`src/rtl/usr_shift_sequencer.sv`:
```
// Command sequencer for a 4-mode universal shift register: load or N-place shifts with capture.
// Define ROTATE_EN to add cmd_rot, which recirculates the outgoing bit instead of using fill bits.
module usr_shift_sequencer #(
    parameter int WIDTH = 4,
    parameter int CNT_W = $clog2(WIDTH + 1)
) (
    input  logic             clk,
    input  logic             rst,
    input  logic             cmd_valid,
    output logic             cmd_ready,
    input  logic [1:0]       cmd_op,
    input  logic [CNT_W-1:0] cmd_count,
    input  logic [WIDTH-1:0] cmd_data,
`ifdef ROTATE_EN
    input  logic             cmd_rot,
`endif
    output logic             rsp_valid,
    input  logic             rsp_ready,
    output logic [WIDTH-1:0] rsp_data,
    output logic             busy,
    output logic             s1,
    output logic             s0,
    output logic             r_in,
    output logic             l_in,
    output logic [WIDTH-1:0] b,
    input  logic [WIDTH-1:0] q
);

    typedef enum logic [1:0] {
        IDLE = 2'd0,
        EXEC = 2'd1,
        RESP = 2'd2
    } state_t;

    localparam logic [1:0] OP_NOP   = 2'b00;
    localparam logic [1:0] OP_RIGHT = 2'b01;
    localparam logic [1:0] OP_LEFT  = 2'b10;
    localparam logic [1:0] OP_LOAD  = 2'b11;

    localparam logic [CNT_W-1:0] WIDTH_C = CNT_W'(WIDTH);
    localparam logic [CNT_W-1:0] ONE_C   = CNT_W'(1);

    state_t           state;
    state_t           state_nxt;
    logic [1:0]       op_q;
    logic [WIDTH-1:0] data_q;
    logic [CNT_W-1:0] rem_q;
    logic [WIDTH-1:0] pos_q;
    logic [WIDTH-1:0] out_q;
    logic [CNT_W-1:0] eff_count;
    logic             accept;
    logic             skip;
    logic             cap_bit;
    logic             fill_bit;

    assign accept    = (state == IDLE) && cmd_valid;
    assign eff_count = (cmd_count > WIDTH_C) ? WIDTH_C : cmd_count;
    assign skip      = (cmd_op == OP_NOP) ||
                       ((cmd_op != OP_LOAD) && (eff_count == '0));
    assign cap_bit   = (op_q == OP_RIGHT) ? q[0] : q[WIDTH-1];
    assign rsp_data  = out_q;

`ifdef ROTATE_EN
    logic rot_q;

    always_ff @(posedge clk or posedge rst) begin
        if (rst)
            rot_q <= 1'b0;
        else if (accept)
            rot_q <= cmd_rot;
    end

    // Rotation feeds the bit leaving the register straight back in.
    assign fill_bit = rot_q ? cap_bit : data_q[0];
`else
    assign fill_bit = data_q[0];
`endif

    always_ff @(posedge clk or posedge rst) begin
        if (rst)
            state <= IDLE;
        else
            state <= state_nxt;
    end

    always_comb begin
        state_nxt = state;
        unique case (state)
            IDLE: begin
                if (cmd_valid)
                    state_nxt = skip ? RESP : EXEC;
            end
            EXEC: begin
                if ((op_q == OP_LOAD) || (rem_q == ONE_C))
                    state_nxt = RESP;
            end
            RESP: begin
                if (rsp_ready)
                    state_nxt = IDLE;
            end
            default: state_nxt = IDLE;
        endcase
    end

    // pos_q is a one-hot pointer to the capture slot of the current shift.
    always_ff @(posedge clk or posedge rst) begin
        if (rst) begin
            op_q   <= OP_NOP;
            data_q <= '0;
            rem_q  <= '0;
            pos_q  <= '0;
            out_q  <= '0;
        end else if (accept) begin
            op_q   <= cmd_op;
            data_q <= cmd_data;
            rem_q  <= eff_count;
            pos_q  <= WIDTH'(1);
            out_q  <= '0;
        end else if (state == EXEC) begin
            if (op_q == OP_LOAD) begin
                out_q <= q;
            end else begin
                out_q  <= out_q | (pos_q & {WIDTH{cap_bit}});
                pos_q  <= pos_q << 1;
                data_q <= data_q >> 1;
                rem_q  <= rem_q - ONE_C;
            end
        end
    end

    always_comb begin
        cmd_ready = 1'b0;
        rsp_valid = 1'b0;
        busy      = 1'b0;
        s1        = 1'b0;
        s0        = 1'b0;
        r_in      = 1'b0;
        l_in      = 1'b0;
        b         = '0;
        unique case (state)
            IDLE: cmd_ready = 1'b1;
            EXEC: begin
                busy = 1'b1;
                s1   = op_q[1];
                s0   = op_q[0];
                r_in = (op_q == OP_RIGHT) && fill_bit;
                l_in = (op_q == OP_LEFT) && fill_bit;
                if (op_q == OP_LOAD)
                    b = data_q;
            end
            RESP: begin
                busy      = 1'b1;
                rsp_valid = 1'b1;
            end
            default: ;
        endcase
    end

endmodule

```
`config.mk`:
```
export PLATFORM = sky130hd
export DESIGN_NAME = usr_shift_sequencer
export DESIGN_NICKNAME = d
export VERILOG_FILES = /design/src/rtl/usr_shift_sequencer.sv
export SDC_FILE = /design/constraint.sdc
export NUM_CORES = 1
export LEC_CHECK = 0
export ABC_AREA = 1
export CAP_MARGIN = 20
export CORE_ASPECT_RATIO = 0.9
export CORE_MARGIN = 5
export CORE_UTILIZATION = 45
export DETAILED_ROUTE_END_ITERATION = 8
export HOLD_SLACK_MARGIN = 0.03
export PLACE_DENSITY = 0.79
export SLEW_MARGIN = 20
export SYNTH_ARGS = -nofsm -noshare
export SYNTH_HDL_FRONTEND = slang
export SYNTH_SLANG_ARGS = --single-unit
export TNS_END_PERCENT = 100
```
`constraint.sdc`:
```
create_clock -name clk -period 1.8 [get_ports clk]
set_input_delay 0.18 -clock clk [delete_from_list [all_inputs] [get_ports clk]]
set_output_delay 0.18 -clock clk [all_outputs]
set_load 0.03 [all_outputs]
```
* After elaboration in Yosys (flattened, before gate mapping) *
Cells that the tools add are included.

word-level totals
  flip-flop bits (word level) = 19

operators by class
  equality and inequality tests = 11
  magnitude comparators = 1
  bitwise gates (word level) = 2
  mux-type cells = 28
  add/sub/neg operators = 1
  reductions and logical operators = 13

operators by type and width
  kind                                                                   number
  4-bit 2-to-1 mux                                                       11
  3-bit 2-to-1 mux                                                       4
  2-bit inequality test, second input constant                           5
  1-bit 2-to-1 mux                                                       8
  2-bit 2-to-1 mux                                                       4
  2-bit equality test, second input constant                             3
  2-bit one-hot mux with 3 select lines                                  1
  4-bit AND                                                              1
  2-bit by 1-bit equality test with 1-bit output, second input constant  2
  1-bit logical AND                                                      4
  2-bit logical NOT                                                      2
  4-bit bitwise OR                                                       1
  3-bit by 1-bit equality test with 1-bit output, second input constant  1
  3-bit greater-than comparator, second input constant                   1
  3-bit logical NOT                                                      1
  3-bit AND reduction                                                    1
  3-bit by 1-bit subtractor with 3-bit output, second input constant     1
  1-bit logical OR                                                       2
  2-bit AND reduction                                                    1
  2-bit nonzero test                                                     1
  2-bit OR reduction                                                     1

* Depth between registers and ports, before layout *
Gate-level depths: netlist (run 1).

  word-level depth = 8
  mapped depth = 9
  mapped depth without buffers = 9

* Worst setup path after synthesis (run 1) *
OpenSTA, ideal clock, no wires.

  kind = flip-flop to output port
  from = register state[1]
  to = output b[1]
  data arrival time = 1.589 ns
  setup slack = 0.031 ns
  data required time = 1.620 ns
  cell stages (with the launch flop) = 7
  buffers on the path = 0
  cells stage by stage = dfrtp_1 -> inv_1 -> ha_1 -> nand2_1 -> inv_1 -> nand2_1 -> nor2_1

between the ends
  cells in the longest elaborated chain, start to end = 2

RTL lines
  what                                            line  source
  from (decl)                                     43    state_t state;
  from (signal assigned)                          83    state <= state_nxt;
  2-bit by 1-bit equality test with 1-bit output  140   unique case (state)
  4-bit 2-to-1 mux                                140
  to (decl)                                       25    output logic [WIDTH-1:0] b,

Every way passes these cells.

* Worst setup path after layout (run 1) *
  from = register state[1]
  to = output s1

between the ends
  cells in the longest elaborated chain, start to end = 2

RTL lines
  what                                            line  source
  2-bit by 1-bit equality test with 1-bit output  140
  1-bit 2-to-1 mux                                140
  to (decl)                                       21    output logic s1,

Every way passes these cells.

==> out/metrics.cfg, run 1 <==
[outcome]
status = complete, no violations

[final_layout]
fillers = 220
final_layout_size_suffix_gt1_frac = 0.153
n_antenna_cell = 0
layoutNonFillerInstCount = 203
syn_to_final_growth_pct = 34.7
fin_util = 0.648
finalInstanceArea_um2 = 1450
number_of_nets_at_the_end_of_the_flow = 199

[floorplanning]
fp.dieW_um = 61.6
design.core.area_um2 = 2240
design.die.area_um2 = 3480
top_level_ports = 32
chipHeight_um = 56.4
rows = 16
start_util = 0.481

[job]
maxCapViolations = 0

[timing]
finalMaxSlewViolations = 0
timing.final.crit_share = 0.940
tightestPinTransition_ps = 313
grt_setup_unrepaired = true
worst_clock_skew_ps = 5.34
setup_viol = 0
hold_viol = 0
hold-worst-slack_ps = 177
fin_tns_setup_ps = 0
timing.fmax_ghz = 0.591
min_period_ps = 1690
slew-limit-headroom = 0.791

[placed_design]
dpl.hpwl_um = 2030
gp_congestion = 0.793
io_buffers = 31
dp_cells = 199
postPlaceCellArea_um2 = 1430

[drt]
drt_iter0_markers = 65
route.final.wire_length_um = 2550
drt-vias-per-instance = 5.10
post_drt_wl_per_cell_um = 12.6
antenna_left = 0
dr_total_vias = 1035
drt_first_pass_iters = 4
drc = 0

[cts]
worst_setup_hold_path_clk_slew_ps = 110
cts_hold_buffers = 0
clkSinkCount = 19
clock_tree_from_tritoncts = yes
worst_skew_pair.late_latency_ps = 300
htreeDepth = 1
cts-root-buf = clkbuf_4
cts_max_path_buffers = 2
cts-buffers-inserted = 3

[power_and_ir_drop]
vdd.ir_drop.worst_v = 0.00102
power.density_nw_per_um2 = 1570
power_leakage_uw = 0.000761

[synth]
synthMuxAreaShare = 0
yosys.area_share.xor_xnor = 0.00812
synth_simple_gate_area_frac = 0.227
synth_compound_gate_area_share = 0.153
ys_warn_count = 0
synth_top_area_cell = dfrtp_1
syn_inst = 139
ys_ff_latch = 19
dominant_combinational_cell_family_by_area_after_synthesis = simple AND/OR/NAND/NOR gates
mapped_nets = 161
cell_area_after_synthesis_um2 = 1080
synth_area_leaders = dfrtp_1, inv_1, nand2_1
synth_cell_types = 22
arithmetic_cell_share_of_the_synthesized_area_counting_full_adders_half_adders_and_majority_gates = 0.0580
synth_largest_type_area_fraction = 0.441
synth_area_per_cell_um2 = 7.76
seq_area_frac_synth = 0.441

[worst_setup_path]
required_ps = 1620
cp.arrival_ps = 1510
timing.critical_path.to_type = output pin
timing.critical_path.fanout_max = 3
setup.worst_path.class = reg -> out
start_kind = register

[global_route]
first_global_vias = 1018
grt_use_total = 0.166
grt_start_max_net_pins = 20
grt_pass1_wl_um = 4400
grt_antenna_before_repair = 0
gr-total-overflow = 0

[hold_path]
hold_class = in -> async

[per-stage QoR]
stage / power [uW] / setup WS [ps]
finish: 2280 / 109
global route: 2510 / -14.1
CTS: 2300 / 5.99
detailed placement: 2110 / 162
global placement: 2050 / 183
floorplan: 1670 / 31.3
[critical path, stage by stage, from the launching register on]
cell           delay, ps
dfrtp_1              410
inv_2                 80
ha_2                 180
nand2_1               50
inv_1                 90
dlygate4sd2_1        400
[final timing paths]
path,startpoint,to,slack (ps),depth (start not counted)
worst min register to register,rsp_data[1],rsp_data[1],520,2
worst max register to register,state[0],rem_q[0],250,8
worst min-delay path,rst,pos_q[3],180,3
worst max-delay path,state[1],s1,110,5
min in group clk,cmd_data[3],data_q[3],440,3
max in group asynchronous,rst,data_q[3],1420,3
[report_power, final]
group          internal (uW)  switching (uW)  total (uW)
logic                    488             806        1290
registers                619             140         759
clock network           86.5             140         226
[repair_timing]
| item | CTS | global route |
|---|---|---|
| endpoints found under the setup margin | 5 | 6 |
| resized for setup | 5 | 4 |
| buffers inserted | 0 | 0 |
[synth_stat cells]
| master | number |
|---|---|
| nand2_1 | 26 |
| xor2_1 | 1 |
| o211ai_1 | 1 |
| nand3_2 | 1 |
| nand3_1 | 10 |
| nand2_4 | 2 |
| dfrtp_1 | 19 |
| or2_2 | 1 |
| inv_2 | 2 |
| o21ai_1 | 3 |
| buf_2 | 1 |
| o21ai_0 | 10 |
| nor3_1 | 1 |
| ha_1 | 5 |
| a21boi_0 | 1 |
| inv_1 | 29 |
| o221ai_1 | 1 |
| nor2_2 | 1 |
| a21oi_1 | 9 |
| nor2_1 | 6 |
| nand2_2 | 4 |
| o22ai_1 | 5 |
[area by class of cell]
class                   count  area, um^2  share of cell area
multi-input cells          88         489               0.337
flip-flops and latches     19         475               0.327
repair buffers             34         312               0.214
inverters                  31         116              0.0801
well taps                  27        33.8              0.0233
clock buffers               4        26.3              0.0181
[layer usage]
layer,vias up,GRT usage,share of wire
li1,516,-,-
met1,492,0.199,0.42
met2,25,0.274,0.49
met3,2,0.0619,0.074
met4,0,0.0455,0.0075
met5,-,0,0
[state kept, by name (all words and copies together) (netlist names)]
signal	cells
rsp_data	4
rem_q	3
state	2
data_q	4
pos_q	4
op_q	2
[placed cells by master (no fill, tap or decap)]
master / n
ha_1: 4
nor2_1: 5
or2_2: 1
nor2_2: 2
dlygate4sd2_1: 5
o21ai_1: 3
o221ai_1: 1
o21ai_0: 10
dfrtp_1: 19
buf_4: 9
nand3_2: 1
clkbuf_4: 3
inv_2: 3
clkdlybuf4s50_1: 20
ha_2: 1
a21boi_0: 1
xor2_1: 1
nand3_1: 10
nand2_2: 5
a21oi_1: 9
inv_1: 28
nand2_1: 25
nand2_4: 2
clkbuf_1: 1
o22ai_1: 5
nor3_1: 1
o211ai_1: 1
[cells by family (layout without fill, tap and decap cells)]
logic type / Yosys count / count (layout)
AOI/OAI and AO/OA: 30 / 30
buffers and inverters: 32 / 69
adders and majority gates: 5 / 5
DFF: 19 / 19
and+or+nand+nor: 52 / 52
xor gates and xnor gates: 1 / 1
No activity file was read; power rests on OpenSTA's default activity.
==> run 2, diff against run 1 <==
- SKIP_CTS_REPAIR_TIMING: not set -> 1
==> out/metrics.cfg, run 2 (synthesized netlist as in run 1, its figures left out) <==
[power_and_ir_drop]
power.density_nw_per_um2 = 1570  ; +0.11%
power_switching_share = 0.473  ; -0.00304
internal-power_uw = 1230  ; +2.7%
share_clk_of_total_power = 0.097  ; -0.002
power.combinational.fraction = 0.575  ; +0.007
p_seq_frac = 0.328  ; -0.005
vdd.ir_drop.worst_v = 0.00106  ; +3.5%
power_leakage_uw = 0.000826  ; +8.5%
net_switching_power_of_the_design_uw = 1100  ; +1.4%

[floorplanning]
chipHeight_um = 56.4  ; unchanged
design.core.area_um2 = 2240  ; unchanged
start_util = 0.481  ; unchanged
design.die.area_um2 = 3480  ; unchanged
top_level_ports = 32  ; unchanged
fp.dieW_um = 61.6  ; unchanged
rows = 16  ; unchanged

[worst_setup_path]
start_kind = register
cp.arrival_ps = 1500  ; about the same
timing.critical_path.to_type = output pin
setup.worst_path.class = reg -> out
timing.critical_path.fanout_max = 3  ; unchanged
required_ps = 1620  ; about the same

[cts]
cts-buffers-inserted = 3  ; unchanged
htreeDepth = 1  ; unchanged
worst_setup_hold_path_clk_slew_ps = 110  ; about the same
worst_skew_pair.late_latency_ps = 310  ; about the same
cts_max_path_buffers = 2  ; unchanged
clock_tree_from_tritoncts = yes
clkSinkCount = 19  ; unchanged
cts-root-buf = clkbuf_4

[global_route]
gr-total-overflow = 0  ; unchanged
grt_start_max_net_pins = 20  ; unchanged
grt_antenna_before_repair = 0  ; unchanged
grt_use_total = 0.166  ; unchanged
first_global_vias = 1018  ; unchanged
grt_pass1_wl_um = 4400  ; unchanged

[placed_design]
gp_congestion = 0.793  ; unchanged
postPlaceCellArea_um2 = 1430  ; unchanged
dp_cells = 199  ; unchanged
io_buffers = 31  ; unchanged
dpl.hpwl_um = 2030  ; unchanged

[drt]
route.final.wire_length_um = 2600  ; +2.0%
drt-vias-per-instance = 5.12  ; +0.39%
drt_first_pass_iters = 4  ; unchanged
route.met2.wl_um = 1270  ; +1.2%
post_drt_wl_per_cell_um = 12.8  ; +2.0%
drc = 0  ; unchanged
dr_wl_met3_um = 213  ; +13%
drt_iter0_markers = 51  ; -22%
routed.top_layer = met4
dr_total_vias = 1039  ; +0.39%
met1Wirelength_um = 1090  ; +0.92%
antenna_left = 0  ; unchanged

[final_layout]
commonest_cells_after_routing_fill_and_taps_aside = inv_1, nand2_1, clkdlybuf4s50_1
layoutNonFillerInstCount = 203  ; unchanged
number_of_nets_at_the_end_of_the_flow = 199  ; unchanged
finalInstanceArea_um2 = 1480  ; +2.0%
fillers = 215  ; -2.3%
n_antenna_cell = 0  ; unchanged
syn_to_final_growth_pct = 37.4
final_layout_size_suffix_gt1_frac = 0.159  ; +0.00568
fin_util = 0.661  ; +0.0128
most_frequent_standard_cell_in_the_layout_excluding_fill_and_tap_cells = inv_1

[timing]
hold-worst-slack_ps = 177  ; -0.0210 ps
finalMaxSlewViolations = 0  ; unchanged
timing.final.crit_share = 0.936  ; -0.00342
slew-limit-headroom = 0.771  ; -0.0200
hold_viol = 0  ; unchanged
setup_viol = 0  ; unchanged
fin_tns_setup_ps = 0  ; unchanged
worst_clock_skew_ps = 5.95  ; +0.608 ps
min_period_ps = 1680  ; -6.15 ps
timing.fmax_ghz = 0.593  ; +0.37%
tightestPinTransition_ps = 344  ; +31.0 ps

[hold_path]
hold_class = in -> async

[job]
maxCapViolations = 0  ; unchanged

[outcome]
status = complete, no violations

run 2: cell count changes in the layout (fill, tap and decap cells not counted), sizes merged:
cell | before | now
dlymetal6s2s | 0 | 5
dlygate4sd2 | 5 | 0
run 2: path summary, 6_finish.rpt:
kind / to / cells past startpoint / from / slack [ps]
worst max register to register: rem_q[0] / 8 / state[0] / 240
worst min register to register: rsp_data[1] / 2 / rsp_data[1] / 520
min in group clk: data_q[3] / 3 / cmd_data[3] / 440
max in group asynchronous: data_q[3] / 3 / rst / 1420
worst min-delay path: pos_q[3] / 3 / rst / 180
worst max-delay path: l_in / 6 / state[1] / 120
run 2: critical path: stages, from the launching register on:
cell and delay [ps]:
dfrtp_1 410, inv_2 80, ha_2 180, buf_4 130, nand2_1 100, nor3_2 120
buf_4 180
run 2: power groups by stage:
stage	Clock (uW)	Sequential (uW)	Combinational, uW
after floorplan	0	809	859
after global placement	0	750	1300
after detailed placement	0	764	1340
after CTS	237	757	1340
after global routing	254	791	1510
final	227	763	1340
run 2: area by class of cell:
type / count / area [um^2] / area share
Clock buffer: 4 / 26.3 / 0.0177
Inverter: 31 / 116 / 0.0785
Multi-Input combinational cell: 88 / 499 / 0.337
Sequential cell: 19 / 475 / 0.321
Tap cell: 27 / 33.8 / 0.0228
Timing Repair Buffer: 34 / 330 / 0.223
run 2: layer usage:
layer,track usage,vias to the layer above
met2,0.274,29
li1,-,516
met3,0.0619,2
met5,0,-
met4,0.0455,0
met1,0.199,492
run 2: metrics by stage:
step                power (uW)  worst slack [ps]
floorplan                 1670              31.3
global placement          2050               183
detailed placement        2110               162
CTS                       2340              -195
global route              2550            -0.188
finish                    2330               115
